$ cat src/rtl/uart_frame_pkg.sv
// Shared encodings for the UART frame controller: FSM states, default SOF marker,
// and error codes used by monitors and scoreboards.
package uart_frame_pkg;

    typedef enum logic [2:0] {
        HUNT    = 3'd0,
        LEN     = 3'd1,
        PAYLOAD = 3'd2,
        CHK     = 3'd3,
        HOLD    = 3'd4
    } state_t;

    localparam logic [7:0] SOF_DEFAULT = 8'hA5;

    typedef enum logic [2:0] {
        ERR_NONE     = 3'd0,
        ERR_LEN      = 3'd1,
        ERR_CHK      = 3'd2,
        ERR_TIMEOUT  = 3'd3,
        ERR_OVERRUN  = 3'd4
    } err_code_t;

endpackage

$ cat src/rtl/uart_timeout_timer.sv
// Inter-byte idle counter: counts enabled cycles since the last clear and flags
// the cycle in which the count reaches TIMEOUT_CLKS-1.
module uart_timeout_timer #(
    parameter int TIMEOUT_CLKS = 1000
) (
    input  logic clk,
    input  logic rst,
    input  logic clear,
    input  logic enable,
    output logic expired
);

    localparam int CW = $clog2(TIMEOUT_CLKS);
    localparam logic [CW-1:0] LAST = CW'(TIMEOUT_CLKS - 1);

    logic [CW-1:0] cnt;

    // A clear in the expiry cycle suppresses the flag: the arriving byte wins.
    assign expired = enable && !clear && (cnt == LAST);

    always_ff @(posedge clk) begin
        if (rst || clear || expired) begin
            cnt <= '0;
        end else if (enable) begin
            cnt <= cnt + CW'(1);
        end
    end

endmodule

$ cat src/rtl/uart_rx_frame_ctrl.sv
// Frames the UART receiver byte stream (SOF, LEN, payload, XOR CHK) into a held
// packet exposed through valid/ready and a random-access payload read port.
module uart_rx_frame_ctrl
    import uart_frame_pkg::*;
#(
    parameter int         MAX_LEN      = 16,
    parameter logic [7:0] SOF_BYTE     = SOF_DEFAULT,
    parameter int         TIMEOUT_CLKS = 1000,
    parameter int         AW           = $clog2(MAX_LEN)
) (
    input  logic          clk,
    input  logic          rst,
    input  logic          rx_done,
    input  logic [7:0]    rx_byte,
    output logic          frame_valid,
    input  logic          frame_ready,
    output logic [7:0]    frame_len,
    input  logic [AW-1:0] rd_addr,
    output logic [7:0]    rd_data,
    output logic          err_len,
    output logic          err_chk,
    output logic          err_timeout,
    output logic          overrun
);

    localparam int IW = AW + 1;

    state_t        state, state_n;
    logic [7:0]    len_q;
    logic [7:0]    chk;
    logic [IW-1:0] idx;
    logic [7:0]    pay_mem [MAX_LEN];

    logic err_len_n, err_chk_n, err_to_n, overrun_n;
    logic load_len, store_byte, frame_set, frame_clr;
    logic timer_en, timer_clr, expired, last_byte;

    assign timer_en  = (state == LEN) || (state == PAYLOAD) || (state == CHK);
    assign timer_clr = rx_done || !timer_en;
    assign last_byte = (9'(idx) + 9'd1) == {1'b0, len_q};
    assign rd_data   = pay_mem[rd_addr];

    uart_timeout_timer #(.TIMEOUT_CLKS(TIMEOUT_CLKS)) u_timer (
        .clk     (clk),
        .rst     (rst),
        .clear   (timer_clr),
        .enable  (timer_en),
        .expired (expired)
    );

    always_ff @(posedge clk) begin
        // NOTE: sequential state always uses <= so every register sees pre-edge values.
        if (rst) begin
            state <= HUNT;
        end else begin
            state <= state_n;
        end
    end

    always_comb begin
        // NOTE: every output gets a default first, so no path can infer a latch.
        state_n    = state;
        err_len_n  = 1'b0;
        err_chk_n  = 1'b0;
        err_to_n   = 1'b0;
        overrun_n  = 1'b0;
        load_len   = 1'b0;
        store_byte = 1'b0;
        frame_set  = 1'b0;
        frame_clr  = 1'b0;
        unique case (state)
            HUNT: begin
                if (rx_done && rx_byte == SOF_BYTE) state_n = LEN;
            end
            LEN: begin
                if (rx_done) begin
                    if (rx_byte == 8'd0 || rx_byte > 8'(MAX_LEN)) begin
                        err_len_n = 1'b1;
                        state_n   = HUNT;
                    end else begin
                        load_len = 1'b1;
                        state_n  = PAYLOAD;
                    end
                end else if (expired) begin
                    err_to_n = 1'b1;
                    state_n  = HUNT;
                end
            end
            PAYLOAD: begin
                if (rx_done) begin
                    store_byte = 1'b1;
                    if (last_byte) state_n = CHK;
                end else if (expired) begin
                    err_to_n = 1'b1;
                    state_n  = HUNT;
                end
            end
            CHK: begin
                if (rx_done) begin
                    if (rx_byte == chk) begin
                        frame_set = 1'b1;
                        state_n   = HOLD;
                    end else begin
                        err_chk_n = 1'b1;
                        state_n   = HUNT;
                    end
                end else if (expired) begin
                    err_to_n = 1'b1;
                    state_n  = HUNT;
                end
            end
            HOLD: begin
                overrun_n = rx_done;
                if (frame_valid && frame_ready) begin
                    frame_clr = 1'b1;
                    state_n   = HUNT;
                end
            end
            default: state_n = HUNT;
        endcase
    end

    always_ff @(posedge clk) begin
        if (rst) begin
            len_q       <= '0;
            chk         <= '0;
            idx         <= '0;
            frame_valid <= 1'b0;
            frame_len   <= '0;
            err_len     <= 1'b0;
            err_chk     <= 1'b0;
            err_timeout <= 1'b0;
            overrun     <= 1'b0;
        end else begin
            err_len     <= err_len_n;
            err_chk     <= err_chk_n;
            err_timeout <= err_to_n;
            overrun     <= overrun_n;
            if (load_len) begin
                len_q <= rx_byte;
                chk   <= rx_byte;
                idx   <= '0;
            end else if (store_byte) begin
                chk <= chk ^ rx_byte;
                idx <= idx + IW'(1);
            end
            if (frame_set) begin
                frame_valid <= 1'b1;
                frame_len   <= len_q;
            end else if (frame_clr) begin
                frame_valid <= 1'b0;
                frame_len   <= '0;
            end
        end
    end

    // NOTE: payload storage has no reset; contents only matter below frame_len of a held frame.
    always_ff @(posedge clk) begin
        if (store_byte) pay_mem[idx[AW-1:0]] <= rx_byte;
    end

endmodule

$ cat config.mk
export PLATFORM = sky130hd
export DESIGN_NAME = uart_rx_frame_ctrl
export DESIGN_NICKNAME = d
export VERILOG_FILES = /design/src/rtl/uart_frame_pkg.sv /design/src/rtl/uart_timeout_timer.sv /design/src/rtl/uart_rx_frame_ctrl.sv
export SDC_FILE = /design/constraint.sdc
export NUM_CORES = 1
export LEC_CHECK = 0
export ABC_AREA = 1
export CORE_UTILIZATION = 55
export DETAILED_ROUTE_END_ITERATION = 12
export DONT_BUFFER_PORTS = 1
export PLACE_DENSITY_LB_ADDON = 0.15
export REMOVE_ABC_BUFFERS = 1
export SYNTH_ARGS = -nofsm -noshare
export SYNTH_HDL_FRONTEND = slang
export SYNTH_SLANG_ARGS = --single-unit
$ cat constraint.sdc
create_clock -name clk -period 3.8 [get_ports clk]
set_input_delay 0.57 -clock clk [delete_from_list [all_inputs] [get_ports clk]]
set_output_delay 0.57 -clock clk [all_outputs]
set_load 0.02 [all_outputs]
After elaboration in Yosys (flattened, before gate mapping). Memories as Yosys holds them, arrays and structs flattened. Index checks and enable logic that the tools add are counted.

Memories: 1. Register bits: 47. Bits of input ports: 16. RAM bits: 128. Output and inout port bits: 21. Logic and storage cells: 87.

Add/sub/neg operators: 3. Eq/ne operators: 11. Magnitude comparators: 1. Reduce and logical (&&, ||, !) cells: 23. Bitwise operators: 6. Muxes and demuxes: 31.

Memories: pay_mem (depth 16, width 8, rd ports 1, clocked after memory_dff 0, wr ports 1, line uart_rx_frame_ctrl.sv:32) `logic [7:0] pay_mem [MAX_LEN];`.

Operator list (count): $mux W8 (4); $mux W3 (8); $mux W1 (17); $pmux W3 S5 (1); $reduce_or A3 Y1 (4); $add A10 B1 Y10 const B (1); $eq A10 B10 Y1 const B (1); $eq A6 B8 Y1 (1); $eq A8 B8 Y1 (1); $eq A8 B8 Y1 const B (1); $gt A8 B5 Y1 const B (1); $logic_not A8 Y1 (1); $xor A8 B8 Y8 (1); $add A5 B1 Y6 const B (1); $eq A3 B2 Y1 const B (2); $logic_or A1 B1 Y1 (6); $add A5 B1 Y5 const B (1); $not A1 Y1 (5); $logic_and A1 B1 Y1 (4); $ne A2 B2 Y1 const B (2); $reduce_bool A2 Y1 (2); $reduce_or A2 Y1 (2); $eq A3 B1 Y1 const B (1); $eq A3 B3 Y1 const B (1); other kinds (5) (6).

Logic depth before layout (Yosys ltp). Gate-level depths: netlist of the first run.

Depth after elaboration: 11. Gate-level depth with buffers: 12. Depth with buffers taken out: 12.

Cells and area by module. From an unflattened synthesis of the first run, not the netlist that was laid out.

Cells, all modules: 713. Area total of the unflattened synthesis: 7653.6 um2.

Modules (own cells, without submodules): uart_rx_frame_ctrl (area each 7111.8 um2, cells an instance 638, instances 1); uart_timeout_timer (area each 541.8 um2, cells an instance 75, instances 1).

Worst setup path after synthesis of the first run. No wires, ideal clock.

Path type: input-to-output. Start point: in rd_addr[0]. End point: out rd_data[2]. Arrival: 1.554 ns. Stages on the path: 8. Slack: 1.676 ns. Required time: 3.230 ns. Cell sequence: buf_4 buf_6 buf_4 a21oi_1 o21ai_0 o211ai_1 o211ai_1 nand2_1.

Cells in the longest elaborated chain, start to end: 1.

RTL lines: from (decl) (line uart_rx_frame_ctrl.sv:18) `input logic [AW-1:0] rd_addr,`; $mem_v2 Z16 W8; to (decl) (line uart_rx_frame_ctrl.sv:19) `output logic [7:0] rd_data,`.

No other way between the ends.

Worst setup path in the final report of the first run.
Start point: reg state[1]. End point: mem pay_mem[4][7], enable pin.

Cells in the longest elaborated chain, start to end: 4.

RTL lines: from (decl) (line uart_rx_frame_ctrl.sv:28) `state_t state, state_n;`; from (signal assigned) (line uart_rx_frame_ctrl.sv:56) `state <= state_n;`; $eq A3 B2 Y1 (line uart_rx_frame_ctrl.sv:71) `unique case (state)`; $mux W1 (line uart_rx_frame_ctrl.sv:71); $mux W1 (line uart_rx_frame_ctrl.sv:159) `if (store_byte) pay_mem[idx[AW-1:0]] <= rx_byte;`; $mux W1 (implied by the code) (line uart_rx_frame_ctrl.sv:159); to (decl) (line uart_rx_frame_ctrl.sv:32).

No other way between the ends.

==> results by stage, run 1 <==
Clocking:
- Buffers inserted to repair hold after CTS numbered 0.
- Buffers inserted during clock tree synthesis total 17.
- The post-CTS clock slew at the launch and capture registers of the worst setup and hold paths is around 0.060 ns.
- The cell chosen for the clock root is clkbuf_16.
- For this design, the sink count on the clock tree is between 150 and 200.
- The source-to-sink clock delay at the later pin of the worst-skew pair is between 0.4 and 0.5 ns.
- CTS built an H-tree with a depth of 4.
- The TritonCTS clock tree is yes.
- The number of setup buffers added after CTS is 0.
- The clock passes through at most 2 buffers.
- The number of resized instances in the post-cts repair step is 0.

Placed design:
- Routability-driven placement finished with a final weighted congestion of between 0.8 and 0.9.
- Once detailed placement completed, the half-perimeter wirelength came to about 10000 µm.
- The count of buffers added on input and output ports is 0.
- In this run, placement finished with an instance count of 850.

Critical path:
- The number of buffer and inverter stages on the critical path is 2.
- For the worst setup path, the data arrival time is roughly 2.6 ns.
- In this run the critical register-to-register path is launched from state[1].
- The maximum single-stage delay on the critical path is about 0.67 ns.
- The endpoint of the lowest-slack register-to-register path is pay_mem[4][7].
- Walking the worst path, the cells encountered are inv_1, nor3_2, nand2_1, inv_1, nand2_1, nor2_1.
- The highest net fanout along the worst path is 14.
- The worst setup path is launched from a register.
- The minimum setup slack among reg-to-reg paths is around 1.3 ns.
- The data required time at the worst endpoint is a little under 4 ns.
- STA classifies the critical path endpoint as a register.
- The critical path is of the reg -> reg type.
- The number of cells on the worst reg-to-reg path is 6.
- Grouping stages by cell kind, the critical path spends the most delay in simple AND/OR/NAND/NOR gates.
- For this design, the slowest cell found on the critical path is nor2_1.

Timing:
- The hold violation count in the final report is 0.
- The worst clock skew is between 0.006 and 0.007 ns.
- The maximum clock frequency is slightly below 400 MHz.
- Setup total negative slack on the finished layout was measured at 0 ns.
- The worst path in the final design needs a cycle of 2.52 ns, including I/O delays and setup.
- The max-slew violation count is 0.
- Setup repair after global routing left no endpoint under its margin.
- In the finished design, the share of the clock period the worst path needs comes to around 66%.
- The tightest slew margin relative to the limit is a little under two fifths.
- The number of failing setup endpoints in the final timing report is 0.
- The slew at the pin closest to its max-slew limit is 0.926 ns.

GRT:
- The total overflow reported by the global router is 0.
- The number of antenna violations at the first check in global routing is 0.
- The number of global-route vias before repair is ~4900.
- The first global-routing pass estimated 25400 µm of wire.
- Global routing used between 20% and 30% of the available tracks.
- Entering global routing, the biggest net connects between 90 and 100 pins.

Hold path:
- The startpoint of the worst hold path is rst.
- The depth of the worst hold-timing path is 1.
- The path with the worst hold slack has its endpoint at state[2].
- The type of the tightest min-delay check is in -> reg.

Final layout:
- After the last flow step, the layout net total stands at between 700 and 800.
- The number of inserted filler cells in the final layout is approximately 1100.
- In the final layout, the multi-input gates occupy ~2400 µm².
- The sequential cells in the finished layout cover a total of between 4000 and 5000 µm².
- The proportion of layout cells with a drive suffix above 1 is between 8 and 9%.
- 0 antenna diodes ended up in the layout.
- For this run, the number of standard cells in the final layout without fillers is approximately 880.
- The relative area change from synthesis to final layout is 7.77%.
- The post-route core utilization is ~60%.

Detailed routing:
- For this block, the via count after detailed routing is slightly below 5000.
- The first-pass iteration count of the detailed router is 5.
- After detailed routing, the number of remaining DRC violations is 0.
- In the routed layout, each cell is associated on average with a via count of between 5 and 6.
- The total wire length after detailed routing is approximately 16000 µm.
- The number of nets with antenna violations after routing is 0.
- In this run, the number of DRC markers left after iteration 0 of detailed routing was 352.
- Dividing the detail-routed wire length by the instance count gives 18.2 µm.

Synth:
- The share of the synthesized area in the top cell type is between 50% and 60%.
- The number of distinct standard cells referenced by the synthesized netlist is 40.
- The most common cell in the synthesized netlist is edfxtp_1.
- By count the netlist is led by 128 x edfxtp_1, 91 x nand2_1, 73 x inv_1.
- The cell count after synthesis is 703.
- Among all flip-flop cells after synthesis, the most frequent one is edfxtp_1.
- The post-synthesis cell type with the largest combined area is edfxtp_1.
- Synthesis inferred between 150 and 200 register bits.
- After synthesis, flip-flops and latches occupy between 60% and 70% of the total area.
- The async set or reset register ratio after synthesis is 0%.
- The mean cell area of the mapped netlist is around 11 µm².
- For this run, the number of Yosys warnings is 0.
- By area the synthesized netlist is led by edfxtp_1 50%, dfxtp_1 12%, nand2_1 4.5%.
- The synthesized netlist occupies a cell area of about 7600 µm².
- The number of flops mapped to enable cells by yosys is 128.

Pwr:
- Dividing total power by cell area gives a power density of roughly 450 nW/µm².
- The peak supply drop is just over 0.3 mV.
- The total design power is between 3000 and 4000 µW.
- Summed over all cells, the static leakage comes to ~0.0029 µW.

Floorplanning:
- 37 I/O pins were placed.
- The width of the die is 120 µm.
- The initialized floorplan defines 42 standard-cell rows.
- The region available for standard cell placement spans 13400 µm².
- The die covers 14300 µm².
- The die is between 100 and 150 µm tall.
- For this configuration, the core starts out at a cell density of a little under three fifths.

Status:
- The flow ran to the end, and the final reports show no timing, DRC or antenna violations.

Run:
- The tool flagged a number of max-cap violations equal to 0.
-- kinds of logic (layout without fill, tap and decap cells) --
group / after synthesis / after routing / synth area share [%]
and+or+nand+nor: 231 / 231 / 14.5
DFF: 175 / 175 / 62.7
AOI/OAI and AO/OA: 140 / 140 / 10.5
buffers and inverters: 108 / 111 / 5.90
muxes: 32 / 32 / 4.20
xor gates and xnor gates: 12 / 12 / 1.38
adders and majority gates: 5 / 5 / 0.820
-- final cells by class --
type	instances	area share, %
Clock buffer	19	5.26
Clock inverter	13	1.11
Inverter	79	3.64
Multi-Input combinational cell	420	29.1
Sequential cell	175	58.2
Tap cell	176	2.68
-- power by group --
group	leakage [µW]	switching [µW]	internal (µW)
combinational	0.00109	66.7	39.1
sequential	0.00153	0.114	2050
clock	0.000243	708	834
-- registers in the layout, indices dropped and copies added, names as in the netlist --
register	cells
u_timer.cnt	10
err_len	1
err_chk	1
err_timeout	1
chk	8
state	3
overrun	1
pay_mem	128
len_q	8
frame_len	8
frame_valid	1
idx	5
-- metal layers --
metal / vias to the layer above / global-route usage (%) / part of all wire, % / routed length, µm
li1: 2442 / - / - / -
met1: 2360 / 29.7 / 42 / 6810
met2: 147 / 40.4 / 50 / 8010
met3: 21 / 6.56 / 5.3 / 850
met4: 0 / 9.06 / 2.3 / 371
met5: - / 0 / 0 / 0
-- metrics by stage --
stage	cell area (µm²)	hold WS (ns)	worst slack, ns
after floorplan	7480	0.422	1.71
after global placement	7700	0.438	1.35
after detailed placement	7700	0.440	1.29
after CTS	8220	0.190	1.28
after global routing	8220	0.189	1.06
final	8220	0.205	1.28
-- layout by cell type (no fill, tap or decap), types with 3 or more instances in the layout --
| master | n |
|---|---|
| nor2_2 | 4 |
| a21oi_2 | 4 |
| clkinv_2 | 3 |
| nor2_1 | 47 |
| nand2_1 | 91 |
| clkbuf_16 | 17 |
| clkinvlp_4 | 5 |
| ha_1 | 5 |
| o21ai_1 | 4 |
| nand3_1 | 49 |
| a21oi_1 | 57 |
| nor3_1 | 6 |
| o21ai_0 | 41 |
| xor2_1 | 8 |
| o211ai_1 | 32 |
| mux2i_1 | 32 |
| nand2_2 | 5 |
| edfxtp_1 | 128 |
| inv_2 | 4 |
| dfxtp_1 | 47 |
| nand4_1 | 13 |
| xnor2_1 | 4 |
| inv_1 | 73 |
| nor2_4 | 4 |
-- worst register-to-register path, stage by stage (launching register included) --
cell and delay, ns:
dfxtp_1 0.35, inv_1 0.10, nor3_2 0.15, nand2_1 0.26, inv_1 0.41, nand2_1 0.20
nor2_1 0.68
-- worst max-delay path by stage --
stage / start / end / slack, ns / cells after the start
6_report: state[1] / pay_mem[4][7] / 1.28 / 6
5_1_grt: state[1] / pay_mem[6][3] / 1.06 / 6
4_1_cts: state[1] / pay_mem[4][3] / 1.28 / 6
3_5_place_dp: state[1] / pay_mem[4][5] / 1.29 / 6
3_3_place_gp: state[2] / pay_mem[5][7] / 1.35 / 5
2_1_floorplan: rd_addr[1] / rd_data[2] / 1.71 / 4
Power figures use the tool's default switching activity.
==> run 2: changes to the inputs <==
clock period = 2.3 ns   (was 3.8 ns; I/O delays follow)
==> run 2 against run 1 <==
  * Global-route usage up 2.7 points
  * Clock-buffer cell count down 1
  * Register-to-register slack worse by 0.80 ns
  * Cell area up 5.5%
  * Largest cell class unchanged
  * Via count up 6.0%
  * Critical path type is now reg -> out
==> results by stage, run 2 (synthesis results as in run 1) <==
Detailed routing:
- The detailed router placed roughly 5300 vias in this run.
- The residual DRC count is 0.
- The number of DRC markers after the initial detailed-route iteration is slightly below 600.
- The vias per cell is 5.71.
- The wire length per cell after detailed routing is a little under 20 µm.
- The number of nets with antenna violations after routing is 0.
- The total wire length after detailed routing is about 18000 µm.
- The first TritonRoute pass finished after 5 iterations.

Timing:
- The slew at the pin closest to its max-slew limit is 0.702 ns.
- The final setup TNS is 0 ns.
- The maximum clock frequency is 514 MHz.
- The worst clock skew is between 0.008 and 0.009 ns.
- The number of failing setup endpoints in the final timing report is 0.
- The hold violation count in the final report is 0.
- The max-slew violation count is 0.
- The minimum setup slack in the final design is ~0.36 ns.
- In this run the tightest slew margin relative to its limit is between 50% and 60%.
- Setup repair after global routing left no endpoint under its margin.
- The time the worst path needs with I/O delays and setup is slightly below 2 ns.
- The final cycle utilization of the critical path is a little over four fifths.

Critical path:
- The maximum single-stage delay on the critical path is roughly 0.37 ns.
- Data on the critical path is required at its endpoint by 1.96 ns.
- The critical path goes through o21ai_0, o211ai_1, nand3_1, nand2_1.
- The highest net fanout along the worst path is 1.
- STA classifies the critical path startpoint as a register.
- By startpoint and endpoint, the worst setup path is classified as reg -> out.
- The critical-path cell with the highest stage delay is edfxtp_1.
- Together, buffers and inverters on the worst path number 0.
- The cell family contributing the most delay on the critical path is compound AO/OA/AOI/OAI gates.
- For flop-to-flop paths, the worst setup slack is approximately 0.48 ns.
- STA puts the critical path data arrival time at around 1.6 ns.
- The nature of the critical path endpoint is an output pin.

Clocking:
- The clock sink total is between 150 and 200.
- The total clock buffers created by CTS is 17.
- The tree is rooted in a clkbuf_16.
- Once the clock tree was built, the resizer swapped 0 gates to a different size.
- The later pin in the worst-skew pair is clocked with a latency of 0.43 ns.
- The count of buffers added by post-CTS timing repair for setup is 0.
- In this run the deepest clock path goes through 2 buffers.
- The TritonCTS clock tree is yes.
- After clock tree synthesis, the clock-pin slew on the worst setup and hold paths is ~0.06 ns.
- The H-tree level count is 4.

Final layout:
- The register with the most flip-flops in the layout has between 100 and 150 of them.
- The final cell count without fillers is roughly 900.
- The layout net count is roughly 760.
- In the layout the commonest cells are 128 x edfxtp_1, 91 x nand2_1, 73 x inv_1.
- 0 antenna diodes ended up in the layout.
- The library cell used most frequently in the layout, excluding fill and tap cells, is edfxtp_1.
- The relative area change from synthesis to final layout is 13.7%.
- The proportion of layout cells with a drive suffix above 1 is roughly a tenth.
- The number of inserted filler cells in the final layout is about 1000.
- The post-route core utilization is approximately 65%.

Pwr:
- The peak supply drop is between 0.3 and 0.4 mV.
- Dividing total power by cell area gives a power density of between 700 and 800 nW/µm².
- Power comes to between 6000 and 7000 µW.
- The leakage power summed over all cells is around 0.0031 µW.

Floorplanning:
- The die is approximately 120 µm tall.
- In this run the core area contains 42 standard-cell rows.
- The number of top-level design ports is 37.
- The die is 120 µm wide.
- The die covers around 14000 µm².
- The starting density of the core is 56.9%.
- In this run the standard cell core region covers approximately 13000 µm².

GRT:
- The number of antenna violations at the first check in global routing is 0.
- The number of global-route vias before repair is 5169.
- Entering global routing, the biggest net connects a little under 100 pins.
- The overall fraction of global-route tracks in use is 26.8%.
- The first-pass GRT wire length is about 28000 µm.
- Summed over all layers, the global routing overflow is 0.

Placed design:
- The instance count after placement with tap cells included is 869.
- The detailed placement HPWL is 11400 µm.
- Before CTS, the worst setup slack after placement is 0.594 ns.
- At the end of routability-driven placement, the weighted congestion stood at ~0.9.
- During placement, the flow inserted port buffers numbering 0.

Run:
- The reported max-cap violation count is 0.

Status:
- The run finished with clean final reports.

Hold path:
- The path class of the tightest hold or removal check is in -> reg.
## run 2: changes by cell type in the layout (fill, tap and decap cells not counted), sizes merged
cell / previous run / this run
dlygate4sd3: 0 / 22
clkinvlp: 5 / 2
clkinv: 7 / 8
bufinv: 0 / 4
inv: 80 / 78
buf: 0 / 19
clkbuf: 19 / 18
## run 2: per-layer routing
metal	vias up	part of all wire [%]	GRT usage, %
li1	2522	-	-
met1	2501	42	33.7
met2	201	48	43.7
met3	42	6.2	5.99
met4	0	3.6	13.4
met5	-	0	0
## run 2: stage by stage
| step | area [µm²] | hold WS (ns) |
|---|---|---|
| floorplan | 7480 | 0.414 |
| global placement | 7860 | 0.417 |
| detailed placement | 7860 | 0.420 |
| CTS | 8580 | 0.0000188 |
| global route | 8680 | -0.00235 |
| finish | 8680 | 0.0167 |
## run 2: worst paths after layout
| path | end | startpoint | cells after the start |
|---|---|---|---|
| worst max-delay path | rd_data[0] | pay_mem[12][0] | 4 |
| worst min-delay path | pay_mem[9][6] | rx_byte[6] | 0 |
| worst max register to register | state[0] | idx[0] | 12 |
| worst min register to register | len_q[6] | len_q[6] | 2 |
## run 2: timing repair
| item | 4_1_cts | 5_1_grt |
|---|---|---|
| setup endpoints to repair | 0 | 0 |
| hold buffers | 12 | 10 |
| endpoints found under the hold margin | 44 | 25 |
## run 2: report_power, final
group | internal [µW] | total [µW] | switching (µW)
sequential | 3380 | 3380 | 0.191
combinational | 93.5 | 240 | 147
clock | 1790 | 2920 | 1130
## run 2: area by class of cell
cell class,count,area (µm²),area share [%]
sequential,175,4780,55.1
multi-input combinational,420,2400,27.6
clock buffer,18,429,4.95
timing repair buffer,41,375,4.33
inverter,79,299,3.45
tap,176,220,2.54
clock inverter,13,171,1.98
